===== config.mk =====
export PLATFORM = sky130hd
export DESIGN_NAME = alu_unit
export DESIGN_NICKNAME = d
export VERILOG_FILES = /design/src/rtl/alu_unit.sv
export SDC_FILE = /design/constraint.sdc
export NUM_CORES = 1
export LEC_CHECK = 0
export CORE_ASPECT_RATIO = 1.1
export CORE_MARGIN = 2
export CORE_UTILIZATION = 62
export CTS_BUF_LIST = sky130_fd_sc_hd__clkbuf_8
export CTS_CLUSTER_SIZE = 28
export DETAILED_ROUTE_END_ITERATION = 8
export MAX_ROUTING_LAYER = met4
export PLACE_DENSITY = 0.95
export SYNTH_ARGS = -nofsm -noshare
export SYNTH_HDL_FRONTEND = slang
export SYNTH_SLANG_ARGS = --single-unit

===== constraint.sdc =====
create_clock -name clk -period 2.3 [get_ports clk]
set_input_delay 0.575 -clock clk [delete_from_list [all_inputs] [get_ports clk]]
set_output_delay 0.575 -clock clk [all_outputs]
set_load 0.03 [all_outputs]

===== src/rtl/alu_unit.sv =====
// -----------------------------------------------------------------------------
// alu_unit
// 32-bit (parameterisable) integer ALU for the MIPS execute stage. Operands and
// opcode are sampled on a rising clock edge when in_valid is high; the result
// and an operand-equality flag appear one cycle later, qualified by out_valid.
//
// Parameters:
//   WIDTH      datapath width in bits (even, >= 8); LUI shifts by WIDTH/2
//
// Ports:
//   clk        rising-edge clock
//   reset_n    asynchronous active-low reset
//   in_valid   A/B/ALUOp valid this cycle
//   A          operand A (rs value)
//   B          operand B (rt value or extended immediate)
//   ALUOp      operation select (ADD, SUB, OR, AND, LUI, XOR, SLT, SLTU)
//   C          registered result
//   isEqual    registered flag, 1 when A == B regardless of ALUOp
//   out_valid  high for one cycle when C/isEqual carry a fresh result
// -----------------------------------------------------------------------------
module alu_unit #(
    parameter int WIDTH = 32
) (
    input  logic             clk,
    input  logic             reset_n,
    input  logic             in_valid,
    input  logic [WIDTH-1:0] A,
    input  logic [WIDTH-1:0] B,
    input  logic [2:0]       ALUOp,
    output logic [WIDTH-1:0] C,
    output logic             isEqual,
    output logic             out_valid
);

    typedef enum logic [2:0] {
        OP_ADD  = 3'b000,
        OP_SUB  = 3'b001,
        OP_OR   = 3'b010,
        OP_AND  = 3'b011,
        OP_LUI  = 3'b100,
        OP_XOR  = 3'b101,
        OP_SLT  = 3'b110,
        OP_SLTU = 3'b111
    } alu_op_e;

    localparam int HALF = WIDTH / 2;

    alu_op_e          op;
    logic [WIDTH-1:0] result;
    logic             signed_lt;
    logic             unsigned_lt;

    logic [WIDTH-1:0] c_d,         c_q;
    logic             is_equal_d,  is_equal_q;
    logic             out_valid_d, out_valid_q;

    assign op          = alu_op_e'(ALUOp);
    assign signed_lt   = $signed(A) < $signed(B);
    assign unsigned_lt = A < B;

    // Combinational result. Every opcode is defined, so the default arm only
    // exists to keep the decode total. LUI never looks at A.
    always_comb begin
        result = '0;
        unique case (op)
            OP_ADD:  result = A + B;
            OP_SUB:  result = A - B;
            OP_OR:   result = A | B;
            OP_AND:  result = A & B;
            OP_LUI:  result = {B[HALF-1:0], {HALF{1'b0}}};
            OP_XOR:  result = A ^ B;
            OP_SLT:  result = {{(WIDTH-1){1'b0}}, signed_lt};
            OP_SLTU: result = {{(WIDTH-1){1'b0}}, unsigned_lt};
            default: result = '0;
        endcase
    end

    // Result and flag only load on an accepted input; otherwise they hold so
    // downstream logic can keep reading the last result while idle.
    always_comb begin
        c_d         = c_q;
        is_equal_d  = is_equal_q;
        out_valid_d = in_valid;
        if (in_valid) begin
            c_d        = result;
            is_equal_d = (A == B);
        end
    end

    always_ff @(posedge clk or negedge reset_n) begin
        if (!reset_n) begin
            c_q         <= '0;
            is_equal_q  <= 1'b0;
            out_valid_q <= 1'b0;
        end else begin
            c_q         <= c_d;
            is_equal_q  <= is_equal_d;
            out_valid_q <= out_valid_d;
        end
    end

    assign C         = c_q;
    assign isEqual   = is_equal_q;
    assign out_valid = out_valid_q;

endmodule


==> run summary, run 1 <==
===================================================================
Average size of a mapped cell ........................     7.14 um2
Die Y-Extent .........................................       113 um
HPWL after detailed placement ........................      31.4 mm
Status ............................................... did not finish
Synthesized flop and latch total .....................           34
Die outline width ....................................       104 um
Synth unique cells ...................................           86
Buffers added on ports ...............................          103
Number of warnings printed during yosys synthesis ....            0
Synthesized instance count ...........................          947
Stop stage ........................................... detailed placement (3_5_place_dp)
Fraction of the yosys area taken by sequential cells .        12.6%
Net count after synthesis ............................         1115
Async SR Flop Fraction ...............................         100%
Most frequently used flop master after synthesis .....      dfrtp_1
Post-synth EDFFs .....................................            0
Number of placement rows .............................           39
Total I/O pin count ..................................          104
Error msg ............................................ [ERROR DPL-0033] detailed placement checks failed during check placement.
Final RePlAce weighted congestion ....................         1.16
Effective utilization at floorplan ...................        64.4%
Synthesized cell area ................................     6760 um2
===================================================================
-- synthesized netlist by cell type, drive strengths merged (4+ instances only) --
cell	count	share of area (%)
a31oi	11	1.0
nand2	76	4.3
buf	28	3.4
xnor2	17	2.2
dfrtp	34	13
and2	5	0.46
o221ai	11	1.4
nor4	10	0.93
clkbuf	29	2.1
a21o	12	1.3
nor2	108	6.0
nor2b	12	1.1
ha	96	18
a2111oi	6	1.3
mux2	5	0.83
o21bai	8	0.89
a311oi	4	0.61
o31ai	12	1.4
a211o	5	0.67
xor2	4	0.52
inv	101	5.6
mux2i	14	2.1
nand3	18	1.3
o21a	8	0.89
o22ai	10	0.93
a221oi	14	1.8
and3	4	0.39
a211oi	8	0.96
nand4	10	0.93
a221o	6	0.89
or3	4	0.37
o21ai	54	4.1
nand2b	8	0.74
or4	4	0.44
a21oi	107	8.0
o211ai	13	1.5
nor3	23	1.7
-- cell families after synthesis --
family	Yosys count	share of synthesized area [%]
adders and majority gates	98	18.4
muxes	19	2.91
and+or+nand+nor	290	19.6
AOI/OAI and AO/OA	324	32.5
buffers and inverters	161	11.3
DFF	34	12.6
xor gates and xnor gates	21	2.72
-- per-stage QoR --
stage | setup TNS (ns) | std cells | area, um2 | hold slack [ns] | setup WS [ns]
floorplan | -5.77 | 947 | 7180 | 0.279 | -0.480
global placement | -31.33 | 1433 | 10200 | 0.465 | -1.18
==> run 2: changes to the inputs <==
==> config.mk (replaced) <==
export PLATFORM = sky130hd
export DESIGN_NAME = alu_unit
export DESIGN_NICKNAME = d
export VERILOG_FILES = /design/src/rtl/alu_unit.sv
export SDC_FILE = /design/constraint.sdc
export NUM_CORES = 1
export LEC_CHECK = 0
export CORE_MARGIN = 2
export CORE_UTILIZATION = 40
export DETAILED_ROUTE_END_ITERATION = 8
export PLACE_DENSITY_LB_ADDON = 0.15
export SYNTH_ARGS = -nofsm -noshare
export SYNTH_HDL_FRONTEND = slang
export SYNTH_SLANG_ARGS = --single-unit
==> run 2 against run 1 <==
Net effect: the flow now finishes, with violations (negative setup slack); synthesized cell count stayed put; area after synthesis unchanged.
==> run summary, run 2 <==
=================================================================================
Arrival time of data at the critical path endpoint .................      3.11 ns
Headroom to the max-slew limit .....................................        61.6%
Number of global-route vias before repair ..........................         8715
Total die area .....................................................    18000 um2
Max IR drop VDD ....................................................   0.000270 V
Number of cells on the critical path ...............................           16
Final Max Slew Viols ...............................................            0
CP Max Fanout ......................................................            3
Synth unique cells .................................................           86   unchanged
Commonest cells in the synthesized netlist ......................... nor2_1, a21oi_1, inv_1
Total congestion overflow after global routing .....................            0
Synthesized flop and latch total ...................................           34   unchanged
Most frequently used cell type in the post-synthesis netlist .......       nor2_1
Antenna-violating nets left ........................................            0
Area grow syn2layout ...............................................        79.7%
Most common library cell in the layout ignoring fill and taps ......        buf_4
Violations in the final reports .................................... negative setup slack
HPWL after detailed placement ......................................      23.6 mm   -25%
Final RePlAce weighted congestion ..................................        0.989   -15%
Total number of vias ...............................................         8966
Maximum achievable frequency .......................................      341 MHz
Net count after synthesis ..........................................         1115   unchanged
Average size of a mapped cell ......................................     7.14 um2   unchanged
Die outline width ..................................................       134 um   +29%
Cell depth of the worst flop-to-flop path ..........................            3
Number of antenna violations at the first check in global routing ..            0
HP Class ........................................................... input pin to async pin
Cell Chain, Critical Path .......................................... buf_12 -> buf_12 -> inv_12 -> ha_4 -> fa_2 -> nor2_4 -> o211ai_1 -> buf_4 -> a21oi_4 -> o211ai_2 -> buf_4 -> nand4_1 -> nand3_1 -> a22o_1 -> a31oi_1 -> a21oi_1
Final hold viol count ..............................................            0
Top cell family by delay on the critical path ...................... compound AO/OA/AOI/OAI gates
Iteration-0 DRC Markers ............................................          832
Buffers added on ports .............................................          103   unchanged
Required time of the worst setup path ..............................      2.48 ns
Kind of capture point of the worst setup path ......................         flop
Proportion of power drawn by flip-flops and latches ................        15.6%
Final Instance Area ................................................    12100 um2
Number of flip-flops in the largest register .......................           32
Total I/O pin count ................................................          104   unchanged
Worst slack at placement ...........................................     -1.38 ns
Worst path setup slack after routing ...............................    -0.630 ns
Power density over the cells .......................................   397 nW/um2
Crit start category ................................................    input pin
Number of CTS-inserted buffers .....................................            5
Worst slew pin tran ................................................     0.576 ns
Async SR Flop Fraction .............................................         100%   unchanged
Internal power summed over all cells ...............................    0.00275 W
Part of the total power dissipated in the clock network ............        17.7%
Master of the slowest instance on the critical path ................         fa_2
Maximum number of pins on one net before global-route repair .......           52
Iteration count of the initial detailed-routing pass ...............            7
Status ............................................................. finished with violations
Fraction of power spent switching nets .............................        42.9%
Overall fraction of global-route tracks in use .....................        33.4%
Synthesized instance count .........................................          947   unchanged
Number of design rule violations left after detail routing .........            0
Share of layout cells above drive strength 1 .......................        48.4%
Most used cells in the layout excluding fill and tap cells ......... buf_4, nor2_1, a21oi_1, nand2_1, ha_1
LEAKAGE ............................................................      5.56 nW
CTS HTree Levels ...................................................            2
TritonCTS clock tree ...............................................         done
Most frequently used flop master after synthesis ...................      dfrtp_1
Clock transition at the registers of the reported paths ............      0.07 ns
Clock tree skew after final layout .................................         0 ns
Tcrit/Tclk final ...................................................         127%
Logic pwr share ....................................................        66.7%
Unrepaired setup endpoints after global routing ....................         true
Wire length of the first global-routing pass .......................      47.0 mm
Synthesized cell area ..............................................     6760 um2   unchanged
Effective utilization at floorplan .................................        40.9%   -24 points
Library cell occupying the most area in the post-synthesis netlist .         ha_1
Core area ..........................................................    16500 um2
Share of Yosys cell area claimed by the top area cell type .........        17.8%   unchanged
Num Clock Sinks ....................................................           34
Routed length per instance .........................................      19.4 um
Clk root buf .......................................................    clkbuf_16
Critical path buffers and inverters ................................            5
Fraction of the yosys area taken by sequential cells ...............        12.6%   unchanged
Worst-Skew Late Latency ............................................      0.30 ns
Placed Instance Area ...............................................    10500 um2
Average via count per standard cell ................................         5.64
Number of max-cap violations .......................................            0
Clock buffer depth .................................................            2
Worst Path Class, Setup ............................................ input pin to flop
Post-layout net count ..............................................         1536
Final setup viols ..................................................           28
Antenna diodes .....................................................            0
Die Y-Extent .......................................................       134 um   +18%
Final design utilization ...........................................        73.5%
DRT Wirelength .....................................................      30.8 mm
Number of placement rows ...........................................           47   +21%
Delay of the slowest cell on the worst path ........................      0.41 ns
Post-synth EDFFs ...................................................            0   unchanged
Power spent charging and discharging nets ..........................    0.00206 W
Number of warnings printed during yosys synthesis ..................            0   unchanged
Cell types with the largest area share after synthesis ............. ha_1, dfrtp_1, a21oi_1, nor2_1, inv_1
Fin crit period ....................................................      2.93 ns
=================================================================================
[run 2: final cells by class]
cell class              count  area, um2
well taps                 220        275
clock inverters             3       45.0
repair buffers            472       3930
flip-flops and latches     34        851
multi-input cells         752       6470
clock buffers               5        125
inverters                 103        455
fillers                  1267       4380
[run 2: worst reg2reg max path, cell delays in order, from the launching register on]
cell      delay [ns]
dfrtp_1         0.38
nor2_1          0.09
or4_1           0.54
o311ai_2        0.08
[run 2: what timing repair did]
action / in CTS / in global routing
endpoints found under the setup margin: 32 / 31
buffers inserted: 32 / 23
resized for setup: 269 / 143
pin swaps: 99 / 89
hold buffers: 0 / 0
[run 2: metal layers]
| metal | part of all wire, % | GRT usage, % |
|---|---|---|
| met5 | 0 | 0 |
| met1 | 44 | 44.5 |
| met3 | 6.6 | 4.88 |
| met2 | 46 | 54.3 |
| met4 | 3.6 | 13.6 |
[run 2: metrics by stage]
| stage | total power (W) | hold slack (ns) | cells | TNS, ns |
|---|---|---|---|---|
| 3_5_place_dp | 0.00343 | 0.471 | 1531 | -34.73 |
| 3_3_place_gp | 0.00341 | 0.465 | 1531 | -33.65 |
| 2_1_floorplan | 0.00217 | 0.279 | 947 | -5.77 |
| 6_report | 0.00482 | 0.347 | 1589 | -12.21 |
| 5_1_grt | 0.00506 | 0.381 | 1589 | -14.49 |
| 4_1_cts | 0.00455 | 0.361 | 1569 | -11.40 |
[run 2: path summary, 6_finish.rpt]
| check | start | to | slack (ns) |
|---|---|---|---|
| max | A[0] | C[0] | -0.63 |
| min | reset_n | C[24] | 0.35 |
| max reg2reg | C[19] | C[19] | 1.13 |
| min reg2reg | C[8] | C[8] | 0.48 |
| max in group asynchronous | reset_n | C[3] | 1.55 |
| min in group clk | C[8] | C[8] | 0.48 |
[run 2: power groups by stage]
stage / sequential (W) / combinational [W] / clock [W]
floorplan: 0.000913 / 0.00126 / 0
global placement: 0.000756 / 0.00265 / 0
detailed placement: 0.000758 / 0.00267 / 0
CTS: 0.000748 / 0.00295 / 0.000851
global route: 0.000757 / 0.00342 / 0.000878
finish: 0.000750 / 0.00322 / 0.000852
[run 2: cells by family (layout without fill, tap and decap cells)]
| kind of cell | Yosys count | count (layout) | share of synthesized area (%) |
|---|---|---|---|
| DFF | 34 | 34 | 12.6 |
| muxes | 19 | 19 | 2.91 |
| buffers and inverters | 161 | 583 | 11.3 |
| adders and majority gates | 98 | 98 | 18.4 |
| AOI/OAI and AO/OA | 324 | 324 | 32.5 |
| and+or+nand+nor | 290 | 290 | 19.6 |
| xor gates and xnor gates | 21 | 21 | 2.72 |
Note: power is estimated with default switching activity, not from simulation.
